File: config.mk
export PLATFORM = sky130hd
export DESIGN_NAME = pipe_stage_reg
export DESIGN_NICKNAME = d
export VERILOG_FILES = /design/src/rtl/pipe_pkg.sv /design/src/rtl/pipe_entry.sv /design/src/rtl/pipe_stage_reg.sv
export SDC_FILE = /design/constraint.sdc
export NUM_CORES = 1
export LEC_CHECK = 0
export BUFFER_PORTS_ARGS = -buffer_cell sky130_fd_sc_hd__buf_2
export CORE_ASPECT_RATIO = 1.25
export CORE_MARGIN = 8
export CORE_UTILIZATION = 30
export CTS_CLUSTER_DIAMETER = 40
export DETAILED_ROUTE_END_ITERATION = 6
export PLACE_DENSITY = 0.6
export SYNTH_ARGS = -nofsm -noshare
export SYNTH_HDL_FRONTEND = slang
export SYNTH_SLANG_ARGS = --single-unit
File: constraint.sdc
create_clock -name clk -period 3.5 [get_ports clk]
set_input_delay 0.175 -clock clk [delete_from_list [all_inputs] [get_ports clk]]
set_output_delay 0.175 -clock clk [all_outputs]
set_load 0.01 [all_outputs]
File: src/rtl/pipe_pkg.sv
// rtl/pipe_pkg.sv - shared state encoding and default widths for the elastic pipe stage
package pipe_pkg;

  localparam int DATA_W_DEF = 32;
  localparam int CTRL_W_DEF = 2;
  localparam int RD_W_DEF   = 5;

  typedef enum logic [1:0] {
    EMPTY = 2'd0,
    ONE   = 2'd1,
    TWO   = 2'd2
  } state_t;

  function automatic logic [1:0] occ_of(input state_t s);
    case (s)
      ONE:     return 2'd1;
      TWO:     return 2'd2;
      default: return 2'd0;
    endcase
  endfunction

endpackage

File: src/rtl/pipe_entry.sv
// rtl/pipe_entry.sv - one payload register with its valid bit
module pipe_entry #(
  parameter int W = 8
) (
  input  logic         clk,
  input  logic         reset,
  input  logic         i_load,
  input  logic [W-1:0] i_data,
  input  logic         i_valid_nxt,
  output logic         o_valid,
  output logic [W-1:0] o_data
);

  logic         r_valid;
  logic [W-1:0] r_data;

  // Payload only changes on an explicit load; valid follows the owner's next state.
  always_ff @(posedge clk or negedge reset) begin
    if (!reset) begin
      r_valid <= 1'b0;
      r_data  <= '0;
    end else begin
      r_valid <= i_valid_nxt;
      if (i_load) begin
        r_data <= i_data;
      end
    end
  end

  assign o_valid = r_valid;
  assign o_data  = r_data;

endmodule

File: src/rtl/pipe_stage_reg.sv
// rtl/pipe_stage_reg.sv - two-entry elastic pipeline register (main + skid) with flush
module pipe_stage_reg
  import pipe_pkg::*;
#(
  parameter int DATA_W       = DATA_W_DEF,
  parameter int CTRL_W       = CTRL_W_DEF,
  parameter int RD_W         = RD_W_DEF,
  parameter int ZERO_INVALID = 1
) (
  input  logic              clk,
  input  logic              reset,
  input  logic              flush,
  input  logic              in_valid,
  output logic              in_ready,
  input  logic [CTRL_W-1:0] in_ctrl,
  input  logic [DATA_W-1:0] in_data0,
  input  logic [DATA_W-1:0] in_data1,
  input  logic [RD_W-1:0]   in_rd,
  output logic              out_valid,
  input  logic              out_ready,
  output logic [CTRL_W-1:0] out_ctrl,
  output logic [DATA_W-1:0] out_data0,
  output logic [DATA_W-1:0] out_data1,
  output logic [RD_W-1:0]   out_rd,
  output logic [1:0]        occupancy
);

  localparam int PL_W = CTRL_W + 2 * DATA_W + RD_W;

  state_t            r_state;
  state_t            w_state_nxt;
  logic              w_in_xfer;
  logic              w_out_xfer;
  logic              w_main_load;
  logic              w_skid_load;
  logic              w_main_from_skid;
  logic              w_main_valid;
  logic              w_skid_valid;
  logic [PL_W-1:0]   w_in_pl;
  logic [PL_W-1:0]   w_main_d;
  logic [PL_W-1:0]   w_main_pl;
  logic [PL_W-1:0]   w_skid_pl;
  logic [CTRL_W-1:0] w_main_ctrl;

  assign w_in_pl    = {in_ctrl, in_data0, in_data1, in_rd};
  assign w_in_xfer  = in_valid & in_ready;
  assign w_out_xfer = w_main_valid & out_ready;

  always_ff @(posedge clk or negedge reset) begin
    if (!reset) begin
      r_state <= EMPTY;
    end else begin
      r_state <= w_state_nxt;
    end
  end

  always_comb begin
    w_state_nxt      = r_state;
    w_main_load      = 1'b0;
    w_skid_load      = 1'b0;
    w_main_from_skid = 1'b0;
    case (r_state)
      EMPTY: begin
        if (w_in_xfer) begin
          w_state_nxt = ONE;
          w_main_load = 1'b1;
        end
      end
      ONE: begin
        if (w_in_xfer && w_out_xfer) begin
          w_main_load = 1'b1;
        end else if (w_in_xfer) begin
          w_state_nxt = TWO;
          w_skid_load = 1'b1;
        end else if (w_out_xfer) begin
          w_state_nxt = EMPTY;
        end
      end
      TWO: begin
        if (w_out_xfer) begin
          w_state_nxt      = ONE;
          w_main_load      = 1'b1;
          w_main_from_skid = 1'b1;
        end
      end
      default: w_state_nxt = EMPTY;
    endcase
    // Flush drops validity only; payload registers keep their old contents.
    if (flush) begin
      w_state_nxt = EMPTY;
      w_main_load = 1'b0;
      w_skid_load = 1'b0;
    end
  end

  assign w_main_d = w_main_from_skid ? w_skid_pl : w_in_pl;

  pipe_entry #(.W(PL_W)) u_main (
    .clk         (clk),
    .reset       (reset),
    .i_load      (w_main_load),
    .i_data      (w_main_d),
    .i_valid_nxt (w_state_nxt != EMPTY),
    .o_valid     (w_main_valid),
    .o_data      (w_main_pl)
  );

  pipe_entry #(.W(PL_W)) u_skid (
    .clk         (clk),
    .reset       (reset),
    .i_load      (w_skid_load),
    .i_data      (w_in_pl),
    .i_valid_nxt (w_state_nxt == TWO),
    .o_valid     (w_skid_valid),
    .o_data      (w_skid_pl)
  );

  // Ready is the inverted skid valid flop, so it never sees out_ready combinationally.
  assign in_ready  = ~w_skid_valid;
  assign out_valid = w_main_valid;
  assign {w_main_ctrl, out_data0, out_data1, out_rd} = w_main_pl;
  assign out_ctrl  = (ZERO_INVALID != 0 && !w_main_valid) ? '0 : w_main_ctrl;
  assign occupancy = occ_of(r_state);

endmodule

After elaboration in Yosys (flattened, before gate mapping) --
Index checks and enable logic that the tools add are counted.
Storage, ports and cells: ROM bits 0, latch bits 0, memory bits (writable) 0, logic and storage cells 33, memories kept 0, register bits 146, output and inout bits 75
Operators by class: bitwise logic cells 3, add/sub/neg operators 0, muxes and demuxes 19, reduce and logical (&&, ||, !) cells 3, shift-type cells 0, eq/ne operators 3, $lt $le $gt $ge 0, multipliers 0, div/mod/pow operators 0
Operators with widths (count):
- $mux 71 | 1
- $mux 2 | 7
- $mux 1 | 8
- $pmux 2 s3 | 1
- $eq 2x2->1 const B | 2
- $pmux 2 s2 | 1
- $pmux 1 s3 | 1
- $and 1x1->1 | 2
- $eq 2x1->1 const B | 1
- $logic_not 2->1 | 1
- $reduce_bool 2->1 | 1
- $logic_and 1x1->1 | 1
- $not 1->1 | 1

Logic depth before layout (Yosys ltp) --
depth after elaboration 7, mapped depth 8, mapped depth without buffers 4

By module --
Synthesis repeated with hierarchy kept, for this count alone.
Second synthesis, totals: cell total of the unflattened synthesis 406, area, all modules 7378.3 um2
By module, submodules not included:
- pipe_entry | times used 2, cells an instance 151, area an instance 3015.4 um2, sequential area each 1801.7 um2
- pipe_stage_reg | times used 1, cells an instance 104, area an instance 1347.5 um2, sequential area each 50.0 um2

Worst setup path before layout --
OpenSTA, ideal clock, no wires.
kind flip-flop to flip-flop, start point register r_state[0], end point register u_skid.r_data[0], in the netlist u_skid.o_data[0], clock period less this slack 1.822 ns, path slack 1.678 ns, arrival 1.697 ns, required time 3.375 ns, cell stages (with the launch flop) 7, cells stage by stage dfrtp_1 > nor2b_2 > nand3_1 > or3b_1 > buf_6 > buf_12 > mux2_4
On the way: cells in the longest elaborated chain, start to end 3
Ends and longest elaborated chain:
- from (decl) | RTL line pipe_stage_reg.sv:30 | state_t r_state;
- from (signal assigned) | RTL line pipe_stage_reg.sv:53 | r_state <= w_state_nxt;
- $eq 2x1->1 | RTL line pipe_stage_reg.sv:62 | case (r_state)
- $mux 1 | RTL line pipe_stage_reg.sv:62
- $mux 1 | RTL line pipe_stage_reg.sv:89 | if (flush) begin
- to (signal assigned) | RTL line pipe_entry.sv:25 | r_data <= i_data;
- to (decl) | RTL line pipe_entry.sv:15 | logic [W-1:0] r_data;
No other way between the ends. A chain may end at the register's enable or synchronous reset.

Final worst setup path --
start point register r_state[0], end point register u_skid.r_data[23], in the netlist u_skid.o_data[23]
Same word-level chain as after synthesis.

==> key figures <==
GRT
  – Vias in the first global route: 4695
  – Global-route met1 utilization: 13.0%
  – M2 GR Usage: 17.6%
  – GR Util met3: 3.42%
  – Gr ovfl total: 0
  – Initial antenna violation count: 0
  – Largest net degree at the start of global routing: 77
  – Layer with the highest usage: met2
  – First-pass GRT wire length: 24800 um
  – Total track usage: 10.8%

Setup path
  – Critical Path Source Type: flip-flop
  – R2r endpoint: u_skid.o_data[23]$_DFFE_PN0P_
  – Crit path buffers/inverters: 1
  – Worst r2r path cells: 5
  – Critical-path top delay cell: or3b_4
  – Top delay family on crit path: simple AND/OR/NAND/NOR gates
  – RR Startpoint: r_state[0]$_DFF_PN0_
  – Crit path capture type: flip-flop
  – Req. time, crit path: 3.79 ns
  – Slowest stage delay, CP: 0.64 ns
  – CP arrival: 2.52 ns
  – CP Cell Sequence: nor2b_2, nand3_1, or3b_4, buf_12, mux2_4
  – Reg-to-reg slack, setup: 1.28 ns
  – Setup CP Type: flip-flop to flip-flop
  – Worst-path maximum fanout: 40

Timing
  – Setup TNS Final: 0 ns
  – Final Cycle Share: 63.5%
  – Final setup violation count: 0
  – RSZ-0062 raised after global routing: no
  – Tmin final: 2.22 ns
  – Slew at the pin closest to its max-slew limit: 0.753 ns
  – Clk_skew: 0.00755 ns
  – Fmax: 450 MHz
  – Final Max Tran Viols: 0
  – Rel. slew slack: 49.8%
  – Final Hold Fails: 0

Die
  – Die ar.: 0.0286 sq mm
  – Core Area: 0.0230 sq mm
  – Die W: 153 um
  – Die Ht: 187 um
  – Initial cell density of the core: 30.5%
  – I/O Pins: 151
  – Cell Rows: 62

Pwr
  – Switching Share: 26.2%
  – Peak supply drop: 313 uV
  – PD cells: 696 mW/mm^2
  – Sequential power share: 42.9%
  – Tot Pwr: 6.02 mW
  – Part of the power in combinational logic: 23.1%
  – Clk pwr share: 34.0%
  – Pint: 4.44 mW
  – Net switching power: 1.58 mW
  – Total leakage power: 4.53 nW

Synthesis
  – YS warnings: 0
  – Mapped Cells: 557
  – Seq/Total Area, Yosys: 52.1%
  – Distinct cells, synth: 25
  – Synth Register Bits: 146
  – Post-Syn Nets: 633
  – Post-Syn Area per Cell: 12.6 sq um
  – Synth top area cells: dfrtp_1 (52%), mux2_4 (15%), mux2i_1 (10%)
  – Synth top area share: 52.1%
  – Mapped Area: 0.00701 sq mm
  – Largest area contributor in the netlist: dfrtp_1

Hold path
  – Worst Hold Depth: 2
  – Min-delay src: in_data0[30]
  – Worst hold path class: primary input to flip-flop
  – Hold Path End: u_skid.o_data[67]$_DFFE_PN0P_

Routing
  – DRC errors left: 0
  – Total Wirelength: 14900 um
  – Drt initial violations: 133
  – Router iterations before antenna repair: 4
  – Avg WL per Cell: 15.1 um
  – Vias: 4288
  – Post-DR vias/cell: 4.34
  – DRT antenna net count: 0

Clocking
  – Root Driver: clkbuf_16
  – Resized Gates After CTS: 0
  – Clock Latency Late Sink: 0.41 ns
  – CTS Buf Count: 17
  – CTS Buffer Depth: 2
  – CTS HTree Levels: 4
  – CTS sink cnt: 146
  – CTS tree: done
  – Worst-path clk slew: 0.06 ns

Final layout
  – Final Cell Area: 0.00865 sq mm
  – Layout cell share with drive strength beyond 1: 37.2%
  – Most frequent cells in the layout: buf_2 (149), dfrtp_1 (146), nor2_1 (75)
  – Area Overhead vs Synth: 23.3%
  – Non-filler cells in the finished layout: 987
  – Most common cell after layout, fill and taps aside: buf_2
  – End-of-flow core utilization: 37.7%
  – Fin nets: 762
  – N_diodes: 0

Placement
  – Port Buffers: 150
  – DP Area: 0.00742 sq mm
  – Post-DP HPWL: 9540 um
  – DP Cell Count: 899
  – Routability cong.: 0.701

Flow run
  – Maxcap violations: 0

Run status
  – Status: finished clean
-- cell type report --
class	count	area (sq um)
timing repair buffer	211	1390
clock buffer	23	488
fill	2199	14300
sequential	146	3650
inverter	2	7.51
tap	288	360
clock inverter	9	175
multi-input combinational	308	2570
-- per-stage QoR --
step           hold slack, ns  setup slack (ns)
4_1_cts              0.000179              1.23
5_1_grt              0.000347              1.14
3_3_place_gp            0.237              1.27
2_1_floorplan          -0.121              1.68
6_report               0.0175              1.28
3_5_place_dp            0.243              1.24
-- metal layers --
| metal | up-vias | wire, um |
|---|---|---|
| li1 | 2093 | - |
| met1 | 2093 | 6910 |
| met2 | 90 | 7040 |
| met3 | 12 | 706 |
| met4 | 0 | 252 |
| met5 | - | 0 |
-- synth_stat cells --
master    instances
dfrtp_1         146
nor2_1           75
a21oi_1          74
mux2i_1          72
mux2_4           70
buf_4            69
buf_2            15
buf_12            7
clkbuf_1          6
a211oi_1          2
and2_1            2
buf_1             2
buf_6             2
inv_1             2
nand3_1           2
or3b_1            2
a21bo_2           1
a221oi_4          1
mux2_2            1
nand2_1           1
nand2b_1          1
nand3b_1          1
nand4b_1          1
nor2b_1           1
nor2b_2           1
-- registers in the layout (all words and copies together) (netlist names) --
signal          cells
r_state             2
u_main.o_data      71
u_main.o_valid      1
u_skid.o_data      71
u_skid.o_valid      1
-- how the worst max path moves through the flow --
stage / start / endpoint / depth (start not counted)
2_1_floorplan: r_state[0]$_DFF_PN0_ / u_skid.o_data[0]$_DFFE_PN0P_ / 6
3_3_place_gp: r_state[0]$_DFF_PN0_ / u_skid.o_data[70]$_DFFE_PN0P_ / 5
3_5_place_dp: r_state[0]$_DFF_PN0_ / u_skid.o_data[70]$_DFFE_PN0P_ / 5
4_1_cts: r_state[0]$_DFF_PN0_ / u_skid.o_data[70]$_DFFE_PN0P_ / 5
5_1_grt: r_state[1]$_DFF_PN0_ / u_main.o_data[20]$_DFFE_PN0P_ / 5
6_report: r_state[0]$_DFF_PN0_ / u_skid.o_data[23]$_DFFE_PN0P_ / 5
-- cell families (layout without fill, tap and decap cells) --
kind of cell | after synthesis | after routing | synth area share [%]
buffers and inverters | 103 | 245 | 11.3
muxes | 143 | 143 | 25.4
AOI/OAI and AO/OA | 78 | 78 | 6.01
and+or+nand+nor | 87 | 87 | 5.17
DFF | 146 | 146 | 52.1
-- power groups by stage --
stage | clock, mW | sequential, mW | combinational [mW]
final | 2.04 | 2.59 | 1.39
after global routing | 2.19 | 2.66 | 1.53
after CTS | 2.13 | 2.59 | 1.42
after detailed placement | 0 | 2.60 | 1.37
after global placement | 0 | 2.60 | 1.34
after floorplan | 0 | 2.52 | 1.26
-- what timing repair did --
action | 4_1_cts | 5_1_grt
endpoints found under the hold margin | 124 | 1
buffers inserted | 0 | 0
hold buffers | 55 | 1
(Power assumes the default switching activity.)
